===== config.mk =====
export PLATFORM = sky130hd
export DESIGN_NAME = rsa_tx_framer
export DESIGN_NICKNAME = d
export VERILOG_FILES = /design/src/rtl/rsa_rfid_pkg.sv /design/src/rtl/crc16_serial.sv /design/src/rtl/rsa_tx_framer.sv
export SDC_FILE = /design/constraint.sdc
export NUM_CORES = 1
export LEC_CHECK = 0
export ABC_CLOCK_PERIOD_IN_PS = 4000
export CAP_MARGIN = 20
export CORE_MARGIN = 10
export CORE_UTILIZATION = 60
export CTS_CLUSTER_DIAMETER = 100
export DETAILED_ROUTE_END_ITERATION = 6
export PLACE_DENSITY = 0.84
export SYNTH_ARGS = -nofsm -noshare
export SYNTH_HDL_FRONTEND = slang
export SYNTH_SLANG_ARGS = --single-unit

===== constraint.sdc =====
create_clock -name clk -period 4 [get_ports clk]
set_input_delay 0.8 -clock clk [delete_from_list [all_inputs] [get_ports clk]]
set_output_delay 0.8 -clock clk [all_outputs]
set_load 0.01 [all_outputs]

===== src/rtl/rsa_rfid_pkg.sv =====
// Shared definitions for the RSA RFID datapath.
// Provides the framer state encoding, EPC Gen2 CRC-16 constants and a
// single-bit CRC-16 step function used by both the serial CRC engine and
// the framer when it pre-computes the final (inverted) CRC.
package rsa_rfid_pkg;

    localparam int unsigned CRC16_WIDTH   = 16;
    localparam logic [15:0] CRC16_POLY    = 16'h1021;
    localparam logic [15:0] CRC16_PRESET  = 16'hFFFF;
    localparam logic [15:0] CRC16_RESIDUE = 16'h1D0F;

    typedef enum logic [1:0] {
        StIdle,
        StData,
        StCrc,
        StFin
    } tx_state_e;

    // One MSB-first CRC-16 (x^16 + x^12 + x^5 + 1) step for input bit din.
    function automatic logic [15:0] crc16_step(input logic [15:0] crc, input logic din);
        logic fb;
        fb = crc[15] ^ din;
        return {crc[14:0], 1'b0} ^ (fb ? CRC16_POLY : 16'h0000);
    endfunction

endpackage


===== src/rtl/crc16_serial.sv =====
// Bit-serial EPC Gen2 CRC-16 engine.
// Ports:
//   clk   - system clock, rising edge
//   reset - asynchronous active-high reset (register -> preset)
//   init  - synchronous preset to 0xFFFF (takes priority over en)
//   en    - advance the CRC by one bit
//   din   - input bit consumed when en is high
//   crc   - current CRC register value
module crc16_serial
    import rsa_rfid_pkg::*;
(
    input  logic        clk,
    input  logic        reset,
    input  logic        init,
    input  logic        en,
    input  logic        din,
    output logic [15:0] crc
);

    logic [15:0] crc_q;

    always_ff @(posedge clk or posedge reset) begin
        if (reset) begin
            crc_q <= CRC16_PRESET;
        end else if (init) begin
            crc_q <= CRC16_PRESET;
        end else if (en) begin
            crc_q <= crc16_step(crc_q, din);
        end
    end

    assign crc = crc_q;

endmodule


===== src/rtl/rsa_tx_framer.sv =====
// Backscatter framer for the RSA RFID core.
// Captures the RSA result on start, appends the inverted CRC-16 and
// serialises the WordSize+16 bit frame MSB-first, ClkDiv cycles per bit.
// Ports:
//   clk, reset  - clock (rising edge) and asynchronous active-high reset
//   start       - capture strobe, accepted only while ready
//   data_in     - result word sampled on an accepted start
//   ready       - idle, a start will be accepted
//   busy        - frame in progress (DATA, CRC or FIN)
//   tx_bit      - current serial bit (0 outside DATA/CRC)
//   tx_valid    - pulse on the first cycle of every bit period
//   frame_done  - pulse in the single FIN cycle after the last bit
module rsa_tx_framer
    import rsa_rfid_pkg::*;
#(
    parameter int unsigned WordSize = 32,
    parameter int unsigned ClkDiv   = 4,
    parameter int unsigned CrcWidth = CRC16_WIDTH
) (
    input  logic                clk,
    input  logic                reset,
    input  logic                start,
    input  logic [WordSize-1:0] data_in,
    output logic                ready,
    output logic                busy,
    output logic                tx_bit,
    output logic                tx_valid,
    output logic                frame_done
);

    localparam int unsigned DivW = (ClkDiv > 1) ? $clog2(ClkDiv) : 1;
    localparam int unsigned BitW = $clog2(WordSize + CrcWidth);

    tx_state_e             state_q, state_d;
    logic [WordSize-1:0]   shift_q, shift_d;
    logic [CrcWidth-1:0]   crc_shift_q, crc_shift_d;
    logic [DivW-1:0]       div_q, div_d;
    logic [BitW-1:0]       bit_q, bit_d;
    logic                  crc_init, crc_en;
    logic [15:0]           crc;
    logic                  div_last;

    crc16_serial u_crc (
        .clk   (clk),
        .reset (reset),
        .init  (crc_init),
        .en    (crc_en),
        .din   (shift_q[WordSize-1]),
        .crc   (crc)
    );

    assign div_last = (div_q == DivW'(ClkDiv - 1));

    always_ff @(posedge clk or posedge reset) begin
        if (reset) begin
            state_q     <= StIdle;
            shift_q     <= '0;
            crc_shift_q <= '0;
            div_q       <= '0;
            bit_q       <= '0;
        end else begin
            state_q     <= state_d;
            shift_q     <= shift_d;
            crc_shift_q <= crc_shift_d;
            div_q       <= div_d;
            bit_q       <= bit_d;
        end
    end

    always_comb begin
        state_d     = state_q;
        shift_d     = shift_q;
        crc_shift_d = crc_shift_q;
        div_d       = div_q;
        bit_d       = bit_q;
        crc_init    = 1'b0;
        crc_en      = 1'b0;
        unique case (state_q)
            StIdle: begin
                if (start) begin
                    shift_d  = data_in;
                    crc_init = 1'b1;
                    div_d    = '0;
                    bit_d    = '0;
                    state_d  = StData;
                end
            end
            StData: begin
                div_d = div_last ? '0 : div_q + 1'b1;
                if (div_last) begin
                    shift_d = {shift_q[WordSize-2:0], 1'b0};
                    crc_en  = 1'b1;
                    bit_d   = bit_q + 1'b1;
                    if (bit_q == BitW'(WordSize - 1)) begin
                        // The CRC register only absorbs the last data bit at this
                        // edge, so fold that bit in here before inverting.
                        crc_shift_d = ~crc16_step(crc, shift_q[WordSize-1]);
                        state_d     = StCrc;
                    end
                end
            end
            StCrc: begin
                div_d = div_last ? '0 : div_q + 1'b1;
                if (div_last) begin
                    crc_shift_d = {crc_shift_q[CrcWidth-2:0], 1'b0};
                    if (bit_q == BitW'(WordSize + CrcWidth - 1)) begin
                        bit_d   = '0;
                        state_d = StFin;
                    end else begin
                        bit_d = bit_q + 1'b1;
                    end
                end
            end
            StFin: begin
                state_d = StIdle;
            end
            default: begin
                state_d = StIdle;
            end
        endcase
    end

    always_comb begin
        ready      = (state_q == StIdle);
        busy       = (state_q != StIdle);
        tx_bit     = 1'b0;
        tx_valid   = 1'b0;
        frame_done = (state_q == StFin);
        if (state_q == StData) begin
            tx_bit   = shift_q[WordSize-1];
            tx_valid = (div_q == '0);
        end else if (state_q == StCrc) begin
            tx_bit   = crc_shift_q[CrcWidth-1];
            tx_valid = (div_q == '0);
        end
    end

endmodule


# Word level (Yosys, flattened, before mapping)
# Cells that the tools add are included.
# classes
n_addsub	2
eq_ne	11
mux	32
n_bitwise	3
n_reduce_logical	14
# op_table
operator	n
$mux 16	5
$mux 32	2
$pmux 32 s2	1
$pmux 16 s2	1
$mux 6	4
$pmux 6 s3	1
$not 16->16	1
$xor 16x16->16	1
$mux 2	7
$mux 13	1
$ne 2x2->1 const B	5
$reduce_bool 2->1	5
$mux 1	8
$pmux 2 s4	1
$reduce_and 4->1	2
$add 6x1->6 const B	1
$eq 2x2->1 const B	3
$eq 6x5->1 const B	1
$eq 6x6->1 const B	1
$reduce_and 5->1	1
$logic_not 2->1	2
$pmux 2 s2	1
$reduce_and 3->1	1
$reduce_bool 3->1	1
5 further kinds	5
# word_totals
ff_bits	74
in_bits	35
output_inout_bits	5

# Longest topological paths before layout
# Gate-level depths: netlist of the first run.
# logic_depth
word_depth	7
depth_mapped	9

# Cells and area by module
# From an unflattened synthesis of the first run, not the netlist that was laid out.
# unflattened
cells_unflattened	360
area_unflattened_um2	3677.3
# by_module_without_submodules
mod	n_inst	cells_per_inst	area_each_um2	seq_area_each_um2
rsa_tx_framer	1	303	2932.8	1451.4
crc16_serial	1	57	744.5	420.4

# Worst setup path after synthesis of the first run
# No wires, ideal clock.
# synth_path
path_kind	flip-flop to output port
start	register state_q[1]
end	output port tx_bit
arrival_time_ns	1.335
path_slack_ns	1.865
stages_incl_launch_ff	6
n_path_buf	2
cell_sequence	dfrtp_1 inv_1 ha_1 buf_4 buf_2 a22o_1
# synth_via
elab_chain_len	3
# synth_rtl
item	line_no	rtl
from (decl)	rsa_tx_framer.sv:34	tx_state_e state_q, state_d;
from (signal assigned)	rsa_tx_framer.sv:56	state_q <= StIdle;
from (signal assigned)	rsa_tx_framer.sv:62	state_q <= state_d;
$eq 2x2->1	rsa_tx_framer.sv:132	end else if (state_q == StCrc) begin
$mux 1	rsa_tx_framer.sv:132	
$mux 1 *	rsa_tx_framer.sv:129	if (state_q == StData) begin
to (decl)	rsa_tx_framer.sv:26	output logic tx_bit,
# Every way passes the cells marked *; elsewhere a longest branch is shown, timed or not.

# Final worst setup path of the first run
# layout_path
start	register state_q[0]
end	output port tx_bit
# The elaborated chain is that of the path after synthesis.

==> results of run 1 <==
synth_stat cells, types with 3 or more instances:
| master | number |
|---|---|
| clkbuf_1 | 3 |
| buf_4 | 4 |
| ha_1 | 8 |
| dfstp_2 | 16 |
| dfrtp_1 | 58 |
| nand2b_1 | 4 |
| nand3_1 | 4 |
| o21ai_1 | 21 |
| mux2i_1 | 35 |
| o22a_1 | 13 |
| inv_1 | 11 |
| nand2_1 | 26 |
| o21ai_0 | 6 |
| buf_2 | 12 |
| a21oi_1 | 48 |
| nor2_1 | 48 |
final timing paths:
kind,cells after the start,slack [ns],end
worst max-delay path,5,0.99,tx_bit
worst min register to register,2,0.49,crc_shift_q[7]$_DFFE_PP0P_
max in group asynchronous,3,2.36,u_crc.crc[2]$_DFFE_PP1P_
worst min-delay path,2,0.49,crc_shift_q[7]$_DFFE_PP0P_
min in group asynchronous,2,0.85,shift_q[14]$_DFFE_PP0P_
worst max register to register,6,1.62,u_crc.crc[15]$_DFFE_PP1P_
power by group:
group	leakage, uW	switching (uW)	internal (uW)	total, uW
registers	0.000910	32.9	814	847
clock network	0.0000818	288	244	532
logic	0.000956	62.7	86.5	149
cells by family after synthesis:
kind of cell	count (synthesis)	synth area share, %
xor+xnor	3	0.740
mux	36	10.2
simple gates	96	11.9
buf+inv	32	4.65
fa+ha+maj	8	2.82
flops	74	52.7
compound gates	100	16.9
layer usage:
| layer | vias to the layer above | share of wire (%) | GRT usage, % |
|---|---|---|---|
| met5 | - | 0 | 0 |
| met4 | 0 | 1.5 | 6.31 |
| met3 | 9 | 4.9 | 4.33 |
| met2 | 72 | 48 | 23.4 |
| met1 | 1257 | 46 | 18.9 |
| li1 | 1280 | - | - |
per-stage QoR:
step                      setup slack [ns]  cells  area, sq um  power (uW)
after floorplan                       1.34    349         3550         948
after global placement                1.40    445         3970        1010
after detailed placement              1.34    445         3970        1010
after CTS                            0.971    461         4150        1530
after global routing                 0.849    461         4150        1590
final                                0.993    461         4150        1530
sequential cells by signal, indices dropped and copies added, names as in the netlist:
signal,count
state_q,2
div_q,2
crc_shift_q,16
bit_q,6
shift_q,32
u_crc.crc,16
worst reg2reg max path, delay by kind of cell, from the launching register on:
family,cells,cell delay (ns)
and+or+nand+nor,2,0.62
buffers and inverters,2,0.59
AOI/OAI and AO/OA,1,0.29
adders and majority gates,1,0.39
DFF,1,0.42
layout make-up:
| class | instances | area (sq um) |
|---|---|---|
| Sequential cell | 74 | 1870 |
| Multi-Input combinational cell | 243 | 1530 |
| Fill cell | 436 | 1460 |
| Timing Repair Buffer | 45 | 435 |
| Clock buffer | 11 | 141 |
| Tap cell | 72 | 90.1 |
| Inverter | 11 | 41.3 |
| Clock inverter | 5 | 40.0 |
==> results.json, run 1 <==
{
  "outcome": "complete, no violations",
  "post_cts_buffers": 0,
  "cellPowerDensity_mw_per_mm2": 368,
  "first_iter_violations": 151,
  "synth_area_sq_mm": 0.00355,
  "hold_start": "crc_shift_q[7]$_DFFE_PP0P_",
  "row_count": 27,
  "async_reset_ff_share_pct": 100,
  "fin_util_pct": 74.0,
  "critPathKind": "flop to output pin",
  "worst_slew_pin_slew_ns": 0.627,
  "grt_max_degree": 65,
  "yosysTopAreaCell": "dfrtp_1",
  "final_common_cell": "dfrtp_1",
  "cts.path.max_buffers": 2,
  "clock_latency_ns": 0.35,
  "slowest_delay_ns": 0.53,
  "cp-end-kind": "output pin",
  "final_cell_mix": "dfrtp_1, nor2_1, a21oi_1",
  "syn_nets": 392,
  "drive_above_1_share_pct": 11.3,
  "io_pins": 40,
  "synth-seq-cells": 74,
  "coreArea_sq_mm": 0.00561,
  "critical_path_required_ns": 3.20,
  "post-dp-hpwl_mm": 4.97,
  "synth_enable_flop_cells": 0,
  "track_usage_pct": 15.0,
  "dieArea_sq_mm": 0.00940,
  "cts_buffers": 9,
  "grt_pass1_wl_mm": 11.9,
  "crit_start": "state_q[0]$_DFFE_PP0P_",
  "path_delay_family": "buffers and inverters",
  "viasPerCell": 5.68,
  "cpMaxStageDelayCell": "clkdlybuf4s50_1",
  "setup_viol": 0,
  "ctsHoldBuffers": 0,
  "antenna_found_initial": 0,
  "area_delta_synth_final_pct": 16.8,
  "ys.flop_type": "dfrtp_1",
  "port_buffers": 39,
  "die_x_um": 96.9,
  "crit_arrival_ns": 2.21,
  "cts_tree": "built",
  "period_needed_ns": 3.01,
  "via_count": 2618,
  "drc_errors": 0,
  "grt_pass1_vias": 2557,
  "ir_drop_mv": 0.233,
  "die_h_um": 96.9,
  "synth_cells": 349,
  "hold_viol": 0,
  "ant_nets": 0,
  "timing.final.crit_share_pct": 75.2,
  "cts-resized-gates": 0,
  "max_freq_mhz": 333,
  "setup_tns_ns": 0,
  "start_kind": "flop",
  "fin_worst_skew_ns": 0.0102,
  "ys_warn_count": 0,
  "rsz0062_at_grt": "false",
  "dr.pass1.iters": 4,
  "r2r-start": "state_q[1]$_DFFE_PP0P_",
  "hold_ws_ns": 0.488,
  "max_slew_margin_pct": 58.1,
  "power.static_leakage_uw": 0.00195,
  "wl_per_cell_um": 15.2,
  "grt-ovfl-total": 0,
  "critPathMaxFanout": 12,
  "initial_core_util_pct": 63.3,
  "gp_congestion": 0.783,
  "layout.nets": 427,
  "synth.avg_cell_area_sq_um": 10.2,
  "root_buffer": "clkbuf_8",
  "hold_path.class": "flop to flop",
  "wl_mm": 7.01,
  "drv_cap": 0,
  "crit_buf_inv": 2,
  "synthDistinctLibCells": 42,
  "clock-sinks": 74,
  "clk_pin_slew_ns": 0.08,
  "ys_seq_area_share_pct": 52.7,
  "slew_viol_final": 0,
  "antenna-diode-count": 0,
  "htreeDepth": 3,
  "yosysTopAreaCellShare_pct": 40.9,
  "netlist_top_cells_area": "dfrtp_1, dfstp_2, mux2i_1",
  "path_cells": "inv_1 -> ha_1 -> nor2b_1 -> a22o_1 -> clkdlybuf4s50_1"
}
(Power assumes the default switching activity.)
==> run 2: changes to the inputs <==
Settings changed: ABC_CLOCK_PERIOD_IN_PS 4000 to 2700, CORE_UTILIZATION 60 to 50, PLACE_DENSITY 0.84 to 0.75.
Clock period 4 ns to 2.7 ns, I/O delays scaled along.
==> run 2 against run 1 <==
Net effect:
- clock skew is 0.0021 ns higher
- cell count rose by 5.4%
- first-iteration DRC count is 38% lower
- sequential share of layout area is 0.75 points lower
- flip-flop and latch count did not move
- highest routed layer unchanged
==> results.json, run 2 (synthesized netlist as in run 1, its figures left out) <==
{
  "outcome": "complete, no violations",
  "row_count": 30,
  "worst_slew_pin_slew_ns": 0.530,
  "largest_reg_flops": 32,
  "htreeDepth": 3,
  "num-fill-cells": 588,
  "max_slew_margin_pct": 64.6,
  "setup_ws_ns": 0.102,
  "first_iter_violations": 94,
  "topRoutingLayerUsed": "met4",
  "crit_arrival_ns": 2.06,
  "wl_per_cell_um": 14.0,
  "antenna_found_initial": 0,
  "top_register": "shift_q",
  "via_count": 2514,
  "wl_met2_mm": 3.02,
  "post-dp-hpwl_mm": 4.76,
  "start_kind": "flop",
  "drive_above_1_share_pct": 11.8,
  "critPathMaxFanout": 15,
  "grt_pass1_vias": 2563,
  "initial_core_util_pct": 52.0,
  "setup_tns_ns": 0,
  "multiInputGateArea_sq_mm": 0.00153,
  "clk_pin_slew_ns": 0.08,
  "hold_path.class": "flop to flop",
  "final_cell_mix": "dfrtp_1, nor2_1, a21oi_1",
  "clock-sinks": 74,
  "slowest_delay_ns": 0.53,
  "cts_buffers": 9,
  "critPathKind": "flop to output pin",
  "pre_cts_slack_ns": 0.350,
  "slew_viol_final": 0,
  "hold_ws_ns": 0.492,
  "setup_viol": 0,
  "wl_mm": 6.80,
  "root_buffer": "clkbuf_8",
  "ant_nets": 0,
  "hold_viol": 0,
  "path_cells": "inv_1 -> ha_1 -> buf_6 -> nor2_4 -> and2b_1 -> clkdlybuf4s50_1",
  "gp_congestion": 0.801,
  "drv_cap": 0,
  "ctsHoldBuffers": 0,
  "io_pins": 40,
  "track_usage_pct": 12.9,
  "port_buffers": 39,
  "grt-ovfl-total": 0,
  "final_common_cell": "dfrtp_1",
  "coreArea_sq_mm": 0.00683,
  "drt-met1-wl_mm": 3.34,
  "ir_drop_mv": 0.264,
  "cp-end-kind": "output pin",
  "path_delay_family": "buffers and inverters",
  "antenna-diode-count": 0,
  "dr.pass1.iters": 4,
  "critical_path_required_ns": 2.16,
  "cellPowerDensity_mw_per_mm2": 535,
  "fin_worst_skew_ns": 0.0124,
  "timing.final.crit_share_pct": 96.2,
  "period_needed_ns": 2.60,
  "crit_buf_inv": 3,
  "fin_util_pct": 61.7,
  "die_x_um": 104,
  "seq_area_sq_mm": 0.00187,
  "dieArea_sq_mm": 0.0109,
  "cts_tree": "built",
  "clock_latency_ns": 0.35,
  "layout.nets": 428,
  "area_delta_synth_final_pct": 18.8,
  "power_uw": 2260,
  "wl_met3_um": 308,
  "viasPerCell": 5.17,
  "die_h_um": 104,
  "cts.path.max_buffers": 2,
  "grt_max_degree": 65,
  "power.static_leakage_uw": 0.00198,
  "cpMaxStageDelayCell": "clkdlybuf4s50_1",
  "grt_pass1_wl_mm": 11.8,
  "drc_errors": 0,
  "max_freq_mhz": 385
}
[run 2: cell count changes in the layout (fill, tap and decap cells not counted), sizes merged]
cell	change
clkinvlp	-3
clkinv	+3
buf	+1
[run 2: cell type report]
cell class / instances / area share, %
clock buffer: 11 / 3.59
clock inverter: 5 / 0.682
inverter: 11 / 0.979
multi-input combinational: 243 / 36.3
sequential: 74 / 44.4
tap: 96 / 2.85
timing repair buffer: 46 / 11.2
[run 2: worst reg2reg max path: cells and delay by family, from the launching register on]
family | cells | cell delay [ns]
DFF | 1 | 0.42
buffers and inverters | 2 | 0.61
AOI/OAI and AO/OA | 2 | 0.21
and+or+nand+nor | 2 | 0.76
adders and majority gates | 1 | 0.31
[run 2: stage by stage]
| stage | instances | area (sq um) |
|---|---|---|
| after global placement | 470 | 4030 |
| after CTS | 486 | 4210 |
| after detailed placement | 470 | 4030 |
| final | 486 | 4220 |
| after global routing | 486 | 4220 |
| after floorplan | 349 | 3550 |
[run 2: final timing paths]
check	startpoint	end	slack (ns)	cells past startpoint
worst min register to register	crc_shift_q[4]$_DFFE_PP0P_	crc_shift_q[4]$_DFFE_PP0P_	0.49	2
min in group asynchronous	reset	shift_q[6]$_DFFE_PP0P_	0.55	2
worst min-delay path	crc_shift_q[4]$_DFFE_PP0P_	crc_shift_q[4]$_DFFE_PP0P_	0.49	2
worst max-delay path	state_q[0]$_DFFE_PP0P_	tx_valid	0.10	6
worst max register to register	state_q[1]$_DFFE_PP0P_	bit_q[5]$_DFFE_PP0P_	0.32	7
max in group asynchronous	reset	u_crc.crc[15]$_DFFE_PP1P_	1.51	3
[run 2: timing repair]
item | in CTS | in global routing
hold endpoints to repair | 0 | 0
resized for setup | 0 | 2
setup buffers | 0 | 0
setup endpoints to repair | 0 | 1
[run 2: routing by layer]
metal / GRT usage [%] / vias up
met5: 0 / -
met3: 3.53 / 11
li1: - / 1293
met1: 16.9 / 1162
met2: 19.2 / 48
met4: 6.26 / 0
[run 2: report_power, final]
group          switching (uW)  total, uW  internal [uW]  leakage (uW)
registers                47.0       1250           1210      0.000910
clock network             402        781            379     0.0000988
logic                    93.4        224            130      0.000970
total                     542       2260           1710       0.00198
==> run 3: changes to the inputs <==
Settings changed: ABC_CLOCK_PERIOD_IN_PS 2700 to 3170, CORE_UTILIZATION 50 to 30, PLACE_DENSITY 0.75 to not set.
Clock period 2.7 ns to 3.17 ns, I/O delays scaled along.
==> run 3 against run 2 <==
Net effect:
- first-iteration DRC count is 88% higher
- combinational power is 15% lower
- setup slack better by 0.40 ns
- non-clock buffer count is 2 lower
- cell count is 9.3% higher
- global-route usage is 3.6 points lower
- hold slack worse by 0.0058 ns
- flip-flop and latch count stayed put
==> results.json, run 3 (synthesized netlist as in run 1, its figures left out) <==
{
  "outcome": "complete, no violations",
  "switching_share_pct": 22.0,
  "antenna_found_initial": 0,
  "multiInputGateArea_sq_mm": 0.00153,
  "timing.final.crit_share_pct": 84.1,
  "largest_reg_flops": 32,
  "dieArea_sq_mm": 0.0166,
  "instances_no_fill": 531,
  "wl_met2_mm": 3.27,
  "r2r_end": "shift_q[27]$_DFFE_PP0P_",
  "cpMaxStageDelayCell": "clkdlybuf4s50_1",
  "top_register": "shift_q",
  "cellPowerDensity_mw_per_mm2": 536,
  "worst_slew_pin_slew_ns": 0.588,
  "seq_area_sq_mm": 0.00187,
  "track_usage_pct": 9.25,
  "critical_path_required_ns": 2.54,
  "clock_latency_ns": 0.33,
  "fin_worst_skew_ns": 0.00746,
  "crit_start": "state_q[0]$_DFFE_PP0P_",
  "setup_viol": 0,
  "gp_congestion": 0.798,
  "pwr-share-clk_pct": 46.3,
  "antenna-diode-count": 0,
  "grt-ovfl-total": 0,
  "comb_power_share_pct": 8.2,
  "wl_mm": 7.35,
  "hold_path.class": "flop to flop",
  "hold_viol": 0,
  "cts_tree": "built",
  "crit_arrival_ns": 2.03,
  "drc_errors": 0,
  "final_common_cell": "dfrtp_1",
  "row_count": 39,
  "final_cell_mix": "dfrtp_1, nor2_1, a21oi_1",
  "post-dp-hpwl_mm": 4.92,
  "period_needed_ns": 2.67,
  "start_kind": "flop",
  "topRoutingLayerUsed": "met4",
  "root_buffer": "clkbuf_16",
  "critical_path_depth": 5,
  "cts_buffers": 9,
  "die_h_um": 129,
  "worstRegToRegCells": 8,
  "io_pins": 40,
  "slew_viol_final": 0,
  "port_buffers": 39,
  "critical_path.endpoint": "tx_bit",
  "first_iter_violations": 177,
  "crit_buf_inv": 2,
  "slowest_delay_ns": 0.54,
  "area_delta_synth_final_pct": 23.3,
  "rrSetupSlack_ns": 0.73,
  "num-fill-cells": 1172,
  "viasPerCell": 4.83,
  "setup_tns_ns": 0,
  "path_cells": "inv_1 -> ha_1 -> nor2b_1 -> a22o_1 -> clkdlybuf4s50_1",
  "grt_pass1_wl_mm": 12.5,
  "clock-sinks": 74,
  "critPathKind": "flop to output pin",
  "cts-resized-gates": 0,
  "placedCellCount": 515,
  "hold_start": "crc_shift_q[2]$_DFFE_PP0P_",
  "grt_pass1_vias": 2510,
  "via_count": 2563,
  "wl_per_cell_um": 13.8,
  "ctsHoldBuffers": 0,
  "dr.pass1.iters": 5,
  "clk_pin_slew_ns": 0.06,
  "rsz0062_at_grt": "false",
  "fin_util_pct": 38.0,
  "max_freq_mhz": 375,
  "initial_core_util_pct": 30.8,
  "drv_cap": 0,
  "internal_power_uw": 1830,
  "die_x_um": 129,
  "r2r-start": "state_q[1]$_DFFE_PP0P_",
  "layout.nets": 426,
  "cts.path.max_buffers": 2,
  "ir_drop_mv": 0.256,
  "drive_above_1_share_pct": 11.1,
  "cp-end-kind": "output pin",
  "p_seq_share_pct": 45.5,
  "ant_nets": 0,
  "htreeDepth": 3,
  "power.static_leakage_uw": 0.00202,
  "drt-met1-wl_mm": 3.64,
  "wl_met3_um": 392,
  "switching_power_uw": 517,
  "path_delay_family": "buffers and inverters",
  "coreArea_sq_mm": 0.0115,
  "post_cts_buffers": 0,
  "max_slew_margin_pct": 60.8,
  "grt_max_degree": 75,
  "critPathMaxFanout": 5
}
## run 3: changes by cell type in the layout (fill, tap and decap cells not counted), sizes merged
cell and change:
inv +1, clkinv -3, buf -2, clkinvlp +1, clkbuf -1, bufinv +2
## run 3: worst reg2reg max path, delay by kind of cell, from the launching register on
| family | cells | cell delay, ns |
|---|---|---|
| AOI/OAI and AO/OA | 2 | 0.31 |
| adders and majority gates | 1 | 0.23 |
| buffers and inverters | 3 | 1.10 |
| DFF | 1 | 0.41 |
| and+or+nand+nor | 2 | 0.32 |
## run 3: power by group through the flow
stage / clock (uW) / combinational (uW) / sequential [uW]
final: 1090 / 191 / 1070
after global routing: 1160 / 215 / 1080
after CTS: 1110 / 196 / 1070
after detailed placement: 0 / 194 / 1080
after global placement: 0 / 190 / 1080
after floorplan: 0 / 124 / 1070
## run 3: area by class of cell
type,instances,share of cell area [%]
Multi-Input combinational cell,243,34.9
Clock buffer,10,5.23
Tap cell,143,4.09
Timing Repair Buffer,44,10.1
Sequential cell,74,42.7
Clock inverter,6,2.06
Inverter,11,0.943
## run 3: metrics by stage
step	total power (uW)	cell area, sq um	setup WS (ns)	hold slack (ns)
after floorplan	1200	3550	0.681	0.455
after global placement	1270	4060	0.755	0.472
after detailed placement	1280	4060	0.725	0.477
after CTS	2370	4380	0.488	0.492
after global routing	2450	4380	0.341	0.517
final	2350	4380	0.504	0.486
## run 3: worst min-delay path by stage
stage               cells after the start  slack (ns)                           to
finish                                  2        0.49   crc_shift_q[2]$_DFFE_PP0P_
global route                            2        0.52  crc_shift_q[10]$_DFFE_PP0P_
CTS                                     2        0.49   crc_shift_q[2]$_DFFE_PP0P_
detailed placement                      2        0.48   crc_shift_q[2]$_DFFE_PP0P_
global placement                        2        0.47  crc_shift_q[14]$_DFFE_PP0P_
floorplan                               2        0.46  crc_shift_q[11]$_DFFE_PP0P_
## run 3: metal layers
| layer | vias up | global-route usage (%) |
|---|---|---|
| li1 | 1289 | - |
| met1 | 1217 | 12.5 |
| met2 | 53 | 13.5 |
| met3 | 4 | 3.82 |
| met4 | 0 | 2.21 |
| met5 | - | 0 |
